$ cat src/rtl/pcie_tx_packer.sv
// pcie_tx_packer: packs 64-bit user words into 128-bit PCIe beats and holds each beat until the
// shell grants it. Tracks the packet slot, granted-packet count and overlong-packet truncation.

package pcie_tx_packer_pkg;
    // PCIEPacket beat presented to the shell
    typedef struct packed {
        logic         valid;
        logic [127:0] data;
        logic [15:0]  slot;
        logic [3:0]   pad;
        logic         last;
    } pcie_packet_t;
endpackage

module pcie_tx_packer
    import pcie_tx_packer_pkg::*;
#(
    parameter int unsigned MAX_PKT_BEATS = 64,
    parameter int unsigned CNT_WIDTH     = 32
) (
    input  logic                 clk,
    input  logic                 rst,
    input  logic                 in_valid,
    input  logic [63:0]          in_data,
    input  logic [15:0]          in_slot,
    input  logic                 in_last,
    input  logic [3:0]           in_bytes,
    output logic                 in_ready,
    output pcie_packet_t         pcie_out,
    input  logic                 pcie_grant,
    output logic [CNT_WIDTH-1:0] pkt_count,
    output logic                 err_overlong
);

    typedef enum logic [0:0] {StLow, StHigh} state_e;

    state_e                 state_q, state_d;
    logic [63:0]            low_q, low_d;
    logic [15:0]            slot_q, slot_d;
    logic                   in_pkt_q, in_pkt_d;
    logic [15:0]            beat_cnt_q, beat_cnt_d;
    pcie_packet_t           pcie_out_q, pcie_out_d;
    logic [CNT_WIDTH-1:0]   pkt_count_q, pkt_count_d;
    logic                   err_overlong_q, err_overlong_d;

    logic                   fire;
    logic [3:0]             nb;
    logic [63:0]            masked;
    logic                   emit;
    logic                   forced;
    pcie_packet_t           beat;

    // A new word may enter whenever the output register is empty or being drained this cycle
    assign in_ready     = !pcie_out_q.valid || pcie_grant;
    assign fire         = in_valid && in_ready;
    assign pcie_out     = pcie_out_q;
    assign pkt_count    = pkt_count_q;
    assign err_overlong = err_overlong_q;

    // Byte count of the incoming word (out-of-range counts mean a full word) and its masked data
    always_comb begin
        if (!in_last || in_bytes == 4'd0 || in_bytes > 4'd8) begin
            nb = 4'd8;
        end else begin
            nb = in_bytes;
        end
        masked = '0;
        for (int i = 0; i < 8; i++) begin
            masked[i*8 +: 8] = (i < int'(nb)) ? in_data[i*8 +: 8] : 8'h00;
        end
    end

    // State register
    always_ff @(posedge clk or posedge rst) begin
        if (rst) begin
            state_q <= StLow;
        end else begin
            state_q <= state_d;
        end
    end

    // Next state: advance only on an accepted word
    always_comb begin
        state_d = state_q;
        if (fire) begin
            unique case (state_q)
                StLow:   state_d = in_last ? StLow : StHigh;
                StHigh:  state_d = StLow;
                default: state_d = StLow;
            endcase
        end
    end

    // Output decode: build the beat emitted by this fire, if any
    always_comb begin
        emit   = 1'b0;
        forced = 1'b0;
        beat   = '0;
        unique case (state_q)
            StLow: begin
                if (fire && in_last) begin
                    emit      = 1'b1;
                    beat.data = {64'h0, masked};
                    beat.pad  = 4'(16 - int'(nb));
                    beat.last = 1'b1;
                end
            end
            StHigh: begin
                if (fire) begin
                    emit      = 1'b1;
                    beat.data = {masked, low_q};
                    beat.pad  = in_last ? 4'(8 - int'(nb)) : 4'd0;
                    beat.last = in_last;
                end
            end
            default: ;
        endcase
        // Truncate a packet that reaches the beat limit without ending
        if (emit && !beat.last && beat_cnt_q == 16'(MAX_PKT_BEATS - 1)) begin
            forced    = 1'b1;
            beat.last = 1'b1;
            beat.pad  = 4'd0;
        end
        beat.valid = emit;
        beat.slot  = in_pkt_q ? slot_q : in_slot;
    end

    // Datapath next-state: low word, slot tracking, beat count, output register, status
    always_comb begin
        low_d = low_q;
        if (state_q == StLow && fire && !in_last) begin
            low_d = in_data;
        end

        slot_d   = slot_q;
        in_pkt_d = in_pkt_q;
        if (fire && !in_pkt_q) begin
            slot_d   = in_slot;
            in_pkt_d = 1'b1;
        end
        if (emit && beat.last) begin
            in_pkt_d = 1'b0;
        end

        beat_cnt_d = beat_cnt_q;
        if (emit) begin
            beat_cnt_d = beat.last ? 16'd0 : beat_cnt_q + 16'd1;
        end

        // A new beat overwrites one being granted in the same cycle, so there is no bubble
        pcie_out_d = pcie_out_q;
        if (emit) begin
            pcie_out_d = beat;
        end else if (pcie_out_q.valid && pcie_grant) begin
            pcie_out_d = '0;
        end

        pkt_count_d = pkt_count_q;
        if (pcie_out_q.valid && pcie_grant && pcie_out_q.last) begin
            pkt_count_d = pkt_count_q + {{(CNT_WIDTH-1){1'b0}}, 1'b1};
        end

        err_overlong_d = err_overlong_q | forced;
    end

    // Datapath registers; reset discards any partial word or pending beat
    always_ff @(posedge clk or posedge rst) begin
        if (rst) begin
            low_q          <= '0;
            slot_q         <= '0;
            in_pkt_q       <= 1'b0;
            beat_cnt_q     <= '0;
            pcie_out_q     <= '0;
            pkt_count_q    <= '0;
            err_overlong_q <= 1'b0;
        end else begin
            low_q          <= low_d;
            slot_q         <= slot_d;
            in_pkt_q       <= in_pkt_d;
            beat_cnt_q     <= beat_cnt_d;
            pcie_out_q     <= pcie_out_d;
            pkt_count_q    <= pkt_count_d;
            err_overlong_q <= err_overlong_d;
        end
    end

endmodule

$ cat config.mk
export PLATFORM = sky130hd
export DESIGN_NAME = pcie_tx_packer
export DESIGN_NICKNAME = d
export VERILOG_FILES = /design/src/rtl/pcie_tx_packer.sv
export SDC_FILE = /design/constraint.sdc
export NUM_CORES = 1
export LEC_CHECK = 0
export ABC_CLOCK_PERIOD_IN_PS = 10300
export CAP_MARGIN = 20
export CELL_PAD_IN_SITES_DETAIL_PLACEMENT = 1
export CELL_PAD_IN_SITES_GLOBAL_PLACEMENT = 1
export CORE_UTILIZATION = 36
export DETAILED_ROUTE_END_ITERATION = 10
export GPL_TIMING_DRIVEN = 0
export MAX_ROUTING_LAYER = met4
export PLACE_DENSITY = 0.75
export RECOVER_POWER = 50
export SLEW_MARGIN = 30
export SYNTH_ARGS = -nofsm -noshare
export SYNTH_HDL_FRONTEND = slang
export SYNTH_SLANG_ARGS = --single-unit
$ cat constraint.sdc
create_clock -name clk -period 10.3 [get_ports clk]
set_input_delay 2.575 -clock clk [delete_from_list [all_inputs] [get_ports clk]]
set_output_delay 2.575 -clock clk [all_outputs]
set_load 0.1 [all_outputs]
# Word-level counts from Yosys, hierarchy flattened
# Index checks and enable logic that the tools add are counted.
classes:
  n_mux: 29
  n_reduce_logical: 20
  add_sub_neg: 4
  eq_ne: 1
  magnitude_cmp: 9
  bitwise_logic: 2
ops:
  columns: ["op", "n"]
  rows:
  - ["$mux W150", 2]
  - ["$pmux W128 S2", 1]
  - ["$mux W128", 1]
  - ["$mux W64", 1]
  - ["$mux W8", 8]
  - ["$add A32 B1 Y32 const B", 1]
  - ["$mux W16", 2]
  - ["$add A16 B1 Y16 const B", 1]
  - ["$eq A16 B6 Y1 const B", 1]
  - ["$lt A3 B4 Y1 const A", 4]
  - ["$mux W5", 3]
  - ["$logic_and A1 B1 Y1", 10]
  - ["$pmux W5 S2", 1]
  - ["$lt A1 B4 Y1 const A", 2]
  - ["$lt A2 B4 Y1 const A", 2]
  - ["$mux W4", 2]
  - ["$mux W1", 6]
  - ["$gt A4 B4 Y1 const B", 1]
  - ["$logic_not A1 Y1", 4]
  - ["$logic_not A4 Y1", 1]
  - ["$pmux W1 S2", 2]
  - ["$reduce_bool A2 Y1", 2]
  - ["$sub A1 B4 Y4 const A", 1]
  - ["$sub A4 B4 Y4 const A", 1]
  - ["3 further kinds", 5]
totals:
  inputBits: 89
  out_inout_bits: 184
  wordCells: 77
  reg_bits: 281

# Logic depth before layout (Yosys ltp)
logic_depth:
  ltp_word: 14
  depth_mapped: 7
  ltp_nobuf: 7

# Least setup slack after synthesis
# OpenSTA, ideal clock, no wires.
synth_timing:
  path_type: "input-to-output"
  start: "input port pcie_grant"
  end: "output port in_ready"
  path_stages: 3
  path_buffers: 1
  required_time_ns: 7.725
  t_arrival_ns: 3.175
  setup_slack_ns: 4.550
  cell_sequence: "nor2b_2 -> inv_2 -> buf_2"
synth_via:
  elab_chain_cells: 1
synth_lines:
  columns: ["element", "line", "rtl"]
  rows:
  - ["start, declared", "30", "input logic pcie_grant,"]
  - ["$logic_or A1 B1 Y1", "54", "assign in_ready = !pcie_out_q.valid || pcie_grant;"]
  - ["end, declared", "28", "output logic in_ready,"]
# Every way passes these cells.

# Worst setup path in the final report
# Same ends and word-level chain as after synthesis.

==> flow_metrics.tcl <==
set metrics [dict create \
    status "complete, but fails checks" \
    violations "max-capacitance violations, max-slew violations" \
    grt_max_degree 31 \
    postPlaceCellArea_um2 15000 \
    wl_per_cell_um 21.7 \
    hp-class "flip-flop to flip-flop" \
    yosys_register_bits 281 \
    die_y_um 181 \
    crit_arrival_ns 5.20 \
    routed_via_density 5.36 \
    fin_area_um2 15700 \
    ctsHoldBuffers 0 \
    drt-total-wl_um 35500 \
    post-dp-hpwl_um 25600 \
    crit_path_start_kind "input pin" \
    place_congestion 0.836 \
    synthDistinctLibCells 45 \
    multi_input_area_um2 4190 \
    critical_path_required_ns 7.73 \
    netlist_area_um2 11500 \
    grt_remaining_overflow 0 \
    r2r_slack_ns 7.28 \
    hold_violations 0 \
    tightest_slew_ns 1.58 \
    drive_gt1_share_pct 10.8 \
    clkLatencyLatePin_ns 0.56 \
    leakagePower_nw 7.19 \
    period_share_pct 75.5 \
    syn_avg_cell_area_um2 12.9 \
    grt_pass1_vias 9485 \
    end_kind "output port" \
    coreArea_um2 31600 \
    rr_worst_depth 6 \
    dieWidth_um 181 \
    cts_sinks 281 \
    setup_viol 0 \
    filler_cell_count 3302 \
    timing.clock.skew_ns 0.0184 \
    ir_worst_vdd_v 0.000169 \
    synth_warnings 0 \
    yosysSeqAreaShare_pct 60.9 \
    initial_core_util_pct 36.6 \
    cp-startpoint "pcie_grant" \
    grt_setup_unrepaired "no" \
    root_buffer "clkbuf_16" \
    min_delay_path_depth 1 \
    drc 0 \
    grt_pass1_wl_um 56300 \
    cts_setup_buffers 0 \
    drv_slew 90 \
    maxCapViolCount 3 \
    worstPathMaxFanout 10 \
    tritoncts "built" \
    area.sequential_um2 7030 \
    fmax_mhz 129 \
    r2r_start "pcie_out[149]" \
    power_density_nw_per_um2 313 \
    cts_buffers 31 \
    fin_tns_setup_ns 0 \
    slew_headroom_pct -5.61 \
    num_vias 8764 \
    io_pins 273 \
    row_count 65 \
    io_buffers 272 \
    clock_path_buffers 3 \
    min_period_ns 7.77 \
    area_growth_syn_to_layout_pct 35.7 \
    antenna_found_initial 1 \
    clk_pin_slew_ns 0.06 \
    drt_first_pass_iters 4 \
    post_cts_resized 0 \
    ant_nets 0 \
    hold_start "pkt_count[31]" \
    dr.first_iter.drc_count 338 \
    finalNetCount 1303 \
    htreeDepth 1 \
    dieArea_um2 32800 \
    synthCells 894 \
    syn_nets 987 \
    track_usage_pct 22.6 \
    critical_path_class "input pin to output port" \
]
[critical path, stage by stage]
cell,delay [ns]
dlygate4sd3_1,0.64
nor2b_1,0.15
inv_1,0.14
clkbuf_1,0.43
clkdlybuf4s50_1,1.25
[layout make-up]
cell class,count,area share [%]
timing repair buffer,283,17.0
antenna,1,0.0160
buffer,46,1.21
sequential,281,44.9
clock inverter,8,0.591
tap,402,3.21
clock buffer,48,6.00
multi-input combinational,552,26.7
inverter,15,0.368
[final timing paths]
path,to
setup / recovery,in_ready
hold / removal,pkt_count[31]
max in group asynchronous,pcie_out[106]
min in group asynchronous,pcie_out[5]
setup reg to reg,low_q[5]
hold reg to reg,pkt_count[31]
[where the power goes]
group	leakage [nW]	switching (W)	total [W]	internal (W)
Sequential	3.57	0.000177	0.00157	0.00140
Clock	0.510	0.000451	0.00112	0.000671
Combinational	3.12	0.00165	0.00221	0.000559
Total	7.19	0.00228	0.00491	0.00263
[cells in the final DEF, fill, tap and decap left out, drive strengths merged, types with 23 or more instances in the layout]
cell type / netlist / final
dfrtp: 281 / 281
o21ai: 32 / 32
a22o: 120 / 120
nand3: 23 / 23
mux2: 81 / 81
clkdlybuf4s50: 0 / 253
clkbuf: 21 / 106
nand2: 54 / 54
a21o: 57 / 57
a21oi: 25 / 25
[per-stage QoR]
step                      cells  worst slack [ns]  total power [W]  utilization (%)  hold WS (ns)
after floorplan             894              4.00          0.00323                -         0.456
after global placement     1568              1.83          0.00379             46.8         0.459
after detailed placement   1579              2.90          0.00383             47.4         0.462
after CTS                  1635              2.89          0.00498             50.7         0.473
after global routing       1636              1.89          0.00510             49.6         0.490
final                      1636              2.53          0.00491             49.6         0.470
[sequential cells by signal, indices dropped and copies added, names as in the netlist]
register,flops
pcie_out,150
low_q,64
pkt_count,32
beat_cnt_q,16
slot_q,16
err_overlong,1
in_pkt_q,1
state_q,1
[cell families (layout without fill, tap and decap cells)]
logic type / Yosys count / count (layout) / share of synthesized area (%)
DFF: 281 / 281 / 60.9
AOI/OAI and AO/OA: 254 / 254 / 16.7
and+or+nand+nor: 162 / 162 / 7.71
muxes: 98 / 98 / 9.38
buffers and inverters: 61 / 400 / 2.28
xor gates and xnor gates: 34 / 34 / 2.58
adders and majority gates: 4 / 4 / 0.434
other: 0 / 1 / 0
[Yosys cell counts, drive strengths merged]
cell / number / share of area (%)
a2111oi: 1 / 0.13
a21o: 57 / 3.7
a21oi: 25 / 1.1
a22o: 120 / 9.1
a22oi: 9 / 0.59
and2: 2 / 0.11
and3: 8 / 0.43
and4: 3 / 0.23
buf: 25 / 1.1
clkbuf: 21 / 0.68
dfrtp: 281 / 61
ha: 4 / 0.43
inv: 15 / 0.49
mux2: 81 / 7.9
mux2i: 17 / 1.5
nand2: 54 / 1.8
nand2b: 4 / 0.22
nand3: 23 / 1.0
nand3b: 1 / 0.065
nand4: 10 / 0.60
nor2: 16 / 0.52
nor2b: 3 / 0.18
nor3: 9 / 0.39
nor3b: 1 / 0.065
nor4: 10 / 0.92
nor4b: 1 / 0.076
o21ai: 32 / 1.4
o311ai: 1 / 0.076
o31ai: 9 / 0.63
or2: 1 / 0.054
or3: 6 / 0.33
or4: 8 / 0.52
or4b: 2 / 0.21
xnor2: 13 / 0.99
xor2: 21 / 1.6
[layer usage]
metal / routed length, um / vias to the layer above / global-route usage, %
met5: 0 / - / -
met4: 777 / 0 / 5.59
met3: 2210 / 57 / 5.18
met2: 17200 / 235 / 36.5
met1: 15300 / 4527 / 28.7
li1: - / 3945 / -
(Power assumes the default switching activity.)
